<file path="config.mk">
export PLATFORM = sky130hd
export DESIGN_NAME = csr_counter_bank
export DESIGN_NICKNAME = d
export VERILOG_FILES = /design/src/rtl/csr_pkg.sv /design/src/rtl/csr_counter64.sv /design/src/rtl/csr_counter_bank.sv
export SDC_FILE = /design/constraint.sdc
export NUM_CORES = 1
export LEC_CHECK = 0
export CORE_MARGIN = 2
export CORE_UTILIZATION = 32
export DETAILED_ROUTE_END_ITERATION = 8
export PLACE_DENSITY_LB_ADDON = 0.08
export SLEW_MARGIN = 40
export SYNTH_ARGS = -nofsm -noshare
export SYNTH_HDL_FRONTEND = slang
export SYNTH_HIERARCHICAL = 1
export SYNTH_SLANG_ARGS = --single-unit
</file>
<file path="constraint.sdc">
create_clock -name clk_i -period 3.6 [get_ports clk_i]
set_input_delay 0.9 -clock clk_i [delete_from_list [all_inputs] [get_ports clk_i]]
set_output_delay 0.9 -clock clk_i [all_outputs]
set_load 0.005 [all_outputs]
</file>
<file path="src/rtl/csr_pkg.sv">
// Shared CSR constants and the set/clear update rule used by all CSR blocks.
// Optional overflow tracking elsewhere is enabled with CSR_COUNTER_OVERFLOW_EN.
package csr_pkg;

    localparam int CSR_DATA_W = 32;

    localparam logic [11:0] CSR_MCYCLE        = 12'hB00;
    localparam logic [11:0] CSR_MINSTRET      = 12'hB02;
    localparam logic [11:0] CSR_MCYCLEH       = 12'hB80;
    localparam logic [11:0] CSR_MCOUNTINHIBIT = 12'h320;

    // Set wins over clear on the same bit.
    function automatic logic [CSR_DATA_W-1:0] csr_apply(
        input logic [CSR_DATA_W-1:0] old_v,
        input logic [CSR_DATA_W-1:0] set_v,
        input logic [CSR_DATA_W-1:0] clear_v
    );
        return (old_v & ~clear_v) | set_v;
    endfunction

endpackage

</file>
<file path="src/rtl/csr_counter64.sv">
// One 64-bit counter built from two 32-bit halves with independent word writes.
// A low-word write drops the increment; a high-word write discards the low carry.
module csr_counter64
    import csr_pkg::*;
(
    input  logic                  clk_i,
    input  logic                  rst_i,
    input  logic                  inc_i,
    input  logic                  lo_we_i,
    input  logic                  hi_we_i,
    input  logic [CSR_DATA_W-1:0] wdata_i,
    output logic [CSR_DATA_W-1:0] lo_o,
    output logic [CSR_DATA_W-1:0] hi_o,
    output logic                  wrap_o
);

    logic [CSR_DATA_W-1:0] lo_q, lo_d;
    logic [CSR_DATA_W-1:0] hi_q, hi_d;
    logic                  lo_carry;

    always_comb begin
        lo_carry = inc_i && !lo_we_i && (lo_q == '1);
        lo_d     = lo_q;
        hi_d     = hi_q;
        if (lo_we_i) begin
            lo_d = wdata_i;
        end else if (inc_i) begin
            lo_d = lo_q + 32'd1;
        end
        if (hi_we_i) begin
            hi_d = wdata_i;
        end else if (lo_carry) begin
            hi_d = hi_q + 32'd1;
        end
    end

    assign wrap_o = lo_carry && !hi_we_i && (hi_q == '1);
    assign lo_o   = lo_q;
    assign hi_o   = hi_q;

    always_ff @(posedge clk_i) begin
        if (rst_i) begin
            lo_q <= '0;
            hi_q <= '0;
        end else begin
            lo_q <= lo_d;
            hi_q <= hi_d;
        end
    end

endmodule

</file>
<file path="src/rtl/csr_counter_bank.sv">
// Bank of NUM_COUNTERS 64-bit machine counters with a shared inhibit CSR.
// Define CSR_COUNTER_OVERFLOW_EN to add the sticky OVF CSR and overflow_o pulses.
module csr_counter_bank
    import csr_pkg::*;
#(
    parameter int          NUM_COUNTERS = 3,
    parameter logic [11:0] LO_BASE      = CSR_MCYCLE,
    parameter logic [11:0] HI_BASE      = CSR_MCYCLEH,
    parameter logic [11:0] INHIBIT_ADDR = CSR_MCOUNTINHIBIT,
    parameter logic [31:0] INHIBIT_MASK = 32'hFFFF_FFFD
) (
    input  logic                    clk_i,
    input  logic                    rst_i,
    input  logic                    en_i,
    input  logic [11:0]             addr_i,
    input  logic [CSR_DATA_W-1:0]   set_i,
    input  logic [CSR_DATA_W-1:0]   clear_i,
    input  logic [NUM_COUNTERS-1:0] inc_i,
    output logic                    ack_o,
    output logic [CSR_DATA_W-1:0]   value_o
`ifdef CSR_COUNTER_OVERFLOW_EN
    ,
    output logic [NUM_COUNTERS-1:0] overflow_o
`endif
);

    logic [NUM_COUNTERS-1:0] lo_hit;
    logic [NUM_COUNTERS-1:0] hi_hit;
    logic [NUM_COUNTERS-1:0] inc_eff;
    logic [NUM_COUNTERS-1:0] wrap;
    logic [CSR_DATA_W-1:0]   lo_val [NUM_COUNTERS];
    logic [CSR_DATA_W-1:0]   hi_val [NUM_COUNTERS];
    logic                    inh_hit;
    logic                    wr_active;
    logic [CSR_DATA_W-1:0]   rd_value;
    logic [CSR_DATA_W-1:0]   wdata;
    logic [CSR_DATA_W-1:0]   inhibit_q, inhibit_d;

    // A pure read (set=clear=0) must not count as a word write, or it would stall the counter.
    assign wr_active = |(set_i | clear_i);
    assign inh_hit   = en_i && (addr_i == INHIBIT_ADDR);

    for (genvar gi = 0; gi < NUM_COUNTERS; gi++) begin : g_cnt
        localparam logic [11:0] LO_ADDR = 12'(LO_BASE + 12'(gi));
        localparam logic [11:0] HI_ADDR = 12'(HI_BASE + 12'(gi));

        assign lo_hit[gi]  = en_i && (addr_i == LO_ADDR);
        assign hi_hit[gi]  = en_i && (addr_i == HI_ADDR);
        assign inc_eff[gi] = inc_i[gi] & ~inhibit_q[gi];

        csr_counter64 u_cnt (
            .clk_i   (clk_i),
            .rst_i   (rst_i),
            .inc_i   (inc_eff[gi]),
            .lo_we_i (lo_hit[gi] & wr_active),
            .hi_we_i (hi_hit[gi] & wr_active),
            .wdata_i (wdata),
            .lo_o    (lo_val[gi]),
            .hi_o    (hi_val[gi]),
            .wrap_o  (wrap[gi])
        );
    end

`ifdef CSR_COUNTER_OVERFLOW_EN
    localparam logic [11:0] OVF_ADDR = 12'(INHIBIT_ADDR + 12'd1);

    logic                    ovf_hit;
    logic [NUM_COUNTERS-1:0] ovf_q, ovf_d;
    logic [NUM_COUNTERS-1:0] ovf_pulse_q;

    assign ovf_hit    = en_i && (addr_i == OVF_ADDR);
    assign overflow_o = ovf_pulse_q;

    // Hardware wrap is ORed in after the software write so it cannot be cleared away.
    always_comb begin
        ovf_d = ovf_q;
        if (ovf_hit && wr_active) begin
            ovf_d = wdata[NUM_COUNTERS-1:0];
        end
        ovf_d = ovf_d | wrap;
    end

    always_ff @(posedge clk_i) begin
        if (rst_i) begin
            ovf_q       <= '0;
            ovf_pulse_q <= '0;
        end else begin
            ovf_q       <= ovf_d;
            ovf_pulse_q <= wrap;
        end
    end
`else
    logic unused_wrap;
    assign unused_wrap = ^wrap;
`endif

    always_comb begin
        rd_value = '0;
        for (int k = 0; k < NUM_COUNTERS; k++) begin
            if (lo_hit[k]) rd_value = rd_value | lo_val[k];
            if (hi_hit[k]) rd_value = rd_value | hi_val[k];
        end
        if (inh_hit) rd_value = rd_value | inhibit_q;
`ifdef CSR_COUNTER_OVERFLOW_EN
        if (ovf_hit) rd_value = rd_value | 32'(ovf_q);
`endif
    end

`ifdef CSR_COUNTER_OVERFLOW_EN
    assign ack_o = (|lo_hit) | (|hi_hit) | inh_hit | ovf_hit;
`else
    assign ack_o = (|lo_hit) | (|hi_hit) | inh_hit;
`endif
    assign value_o = rd_value;
    assign wdata   = csr_apply(rd_value, set_i, clear_i);

    always_comb begin
        inhibit_d = inhibit_q;
        if (inh_hit && wr_active) begin
            inhibit_d = wdata & INHIBIT_MASK;
        end
    end

    always_ff @(posedge clk_i) begin
        if (rst_i) begin
            inhibit_q <= '0;
        end else begin
            inhibit_q <= inhibit_d;
        end
    end

endmodule

</file>
==> summary.json <==
{
  "run_status": "complete, but fails checks",
  "violations_in_the_final_reports": "negative setup slack",
  "clk-insertion-delay-late_ns": 0.59,
  "numClockSinks": 223,
  "drt_wl_total_mm": 78.8,
  "layout.cells.most_common_list": "sky130_fd_sc_hd__buf_4 (303), sky130_fd_sc_hd__dfxtp_1 (223), sky130_fd_sc_hd__nor2_1 (181)",
  "ioPinCount": 115,
  "unrepaired_setup_endpoints_after_global_routing": "true",
  "cts_root_buf": "sky130_fd_sc_hd__clkbuf_16",
  "mostFrequentLayoutCell": "sky130_fd_sc_hd__buf_4",
  "setup.worst_path.class": "in2out",
  "drc_errors": 0,
  "largest_net_degree_at_the_start_of_global_routing": 100,
  "timing.final.max_slew_violations": 0,
  "first_global_vias": 17400,
  "synthesis.nets": 2118,
  "ir_drop_mv": 0.319,
  "finish.net_count": 2493,
  "drt_pre_antenna_iters": 5,
  "std_cell_rows": 83,
  "final.hold.worst_slack_ns": 0.519,
  "core_um2": 51100,
  "utilization_pct": 45.1,
  "critical_path_required_ns": 2.70,
  "clk_transition_reported_paths_ns": 0.06,
  "initial_core_util_pct": 32.2,
  "grt_antenna_before_repair": 1,
  "grt_usage_pct": 28.7,
  "avgRoutedWirePerCell_um": 25.4,
  "cts_tree": "yes",
  "total_clock_buffers_created_by_cts": 30,
  "cts-root-to-sink-buffers": 3,
  "numPortBuffers": 114,
  "clock_skew_ns": 0.0136,
  "hold_path_class": "reg2reg",
  "dieHeight_um": 231,
  "final.setup.worst_slack_ns": -0.0808,
  "placement.setup.worst_slack_ns": -0.935,
  "cts_hold_repair.buffers": 0,
  "timing.max_slew.rel_slack_pct": 39.5,
  "grt_first_pass_wirelength_mm": 116,
  "critPathCaptureType": "output port",
  "drt_iter0_markers": 1884,
  "power-per-cell-area_nw_per_um2": 271,
  "drv.max_cap_violation_count": 0,
  "gpl.final_weighted_congestion": 0.927,
  "syn-cell-area_um2": 16400,
  "globalRoute.totalOverflow": 0,
  "synth.avg_cell_area_um2": 8.10,
  "power.static_leakage_uw": 0.00838,
  "max_freq_mhz": 272,
  "min_period_ns": 3.68,
  "viasPerCell": 6.01,
  "hold_viol": 0,
  "areaGrowthSynthToFinish_pct": 40.1,
  "top_fanout_value_on_the_critical_path": 5,
  "tightestPinTransition_ns": 0.884,
  "final.period_utilization_pct": 102,
  "yosysWarningCount": 6,
  "synth_cells": 2030,
  "setup_viol": 5,
  "layout-drive-gt1-share_pct": 27.0,
  "vias": 18700,
  "worstSetupStartpointType": "primary input",
  "cp.arrival_ns": 2.78,
  "cts-htree-levels": 1,
  "detailed_place_hpwl_mm": 57.6,
  "die_x_um": 231,
  "fp.dieArea_um2": 53200,
  "detail-route-antenna-nets": 0
}
## state kept, by name (all words and copies together), names as in the netlist
signal / cells
inhibit_q: 31
g_cnt.u_cnt/lo_o: 96
g_cnt.u_cnt/hi_o: 96
## final timing paths
kind                     startpoint                       to  slack [ns]  cells past startpoint
min reg2reg           inhibit_q[14]            inhibit_q[14]        0.52                      2
max reg2reg  g_cnt[0].u_cnt/lo_o[7]  g_cnt[0].u_cnt/hi_o[17]        0.93                      8
min                   inhibit_q[14]            inhibit_q[14]        0.52                      2
max                       addr_i[2]              value_o[21]       -0.08                      7
## through the flow
| stage | instances | total power (µW) | area [µm²] | TNS (ns) |
|---|---|---|---|---|
| 2_1_floorplan | 2030 | 2740 | 16400 | 0 |
| 3_3_place_gp | 2993 | 3180 | 20800 | -178.08 |
| 3_5_place_dp | 2993 | 3190 | 20800 | -134.26 |
| 4_1_cts | 3100 | 6260 | 22700 | -0.0947 |
| 5_1_grt | 3108 | 6410 | 23000 | -0.368 |
| 6_report | 3109 | 6240 | 23000 | -0.176 |
## area by class of cell
class / count / area, µm²
Sequential cell: 223 / 4460
Antenna cell: 1 / 2.50
Inverter: 91 / 345
Clock buffer: 51 / 961
Timing Repair Buffer: 506 / 4960
Multi-Input combinational cell: 1553 / 11400
Tap cell: 680 / 851
Fill cell: 5058 / 28100
Clock inverter: 4 / 25.0
## worst max-delay path, cell delays in order
cell	delay, ns
sky130_fd_sc_hd__buf_6	0.09
sky130_fd_sc_hd__or3b_4	0.39
sky130_fd_sc_hd__or2_4	0.28
sky130_fd_sc_hd__or4_4	0.54
sky130_fd_sc_hd__nor2_2	0.11
sky130_fd_sc_hd__a221o_1	0.27
sky130_fd_sc_hd__buf_2	0.18
## layer usage
| layer | share of wire, % | GRT usage (%) |
|---|---|---|
| met1 | 48 | 42.5 |
| met2 | 42 | 42.7 |
| met3 | 6.6 | 3.54 |
| met4 | 3.4 | 9.07 |
| met5 | 0 | 0 |
## power breakdown
| group | total [µW] | internal (µW) | switching [µW] | leakage, µW |
|---|---|---|---|---|
| clock | 3050 | 1790 | 1260 | 0.000480 |
| sequential | 2490 | 2480 | 14.3 | 0.00180 |
| combinational | 691 | 322 | 369 | 0.00611 |
## repair_timing
action | 4_1_cts | 5_1_grt
buffers inserted | 41 | 10
setup endpoints to repair | 128 | 114
gates cloned | 11 | 2
pin swaps | 48 | 27
resized for setup | 240 | 56
(Power assumes the default switching activity.)
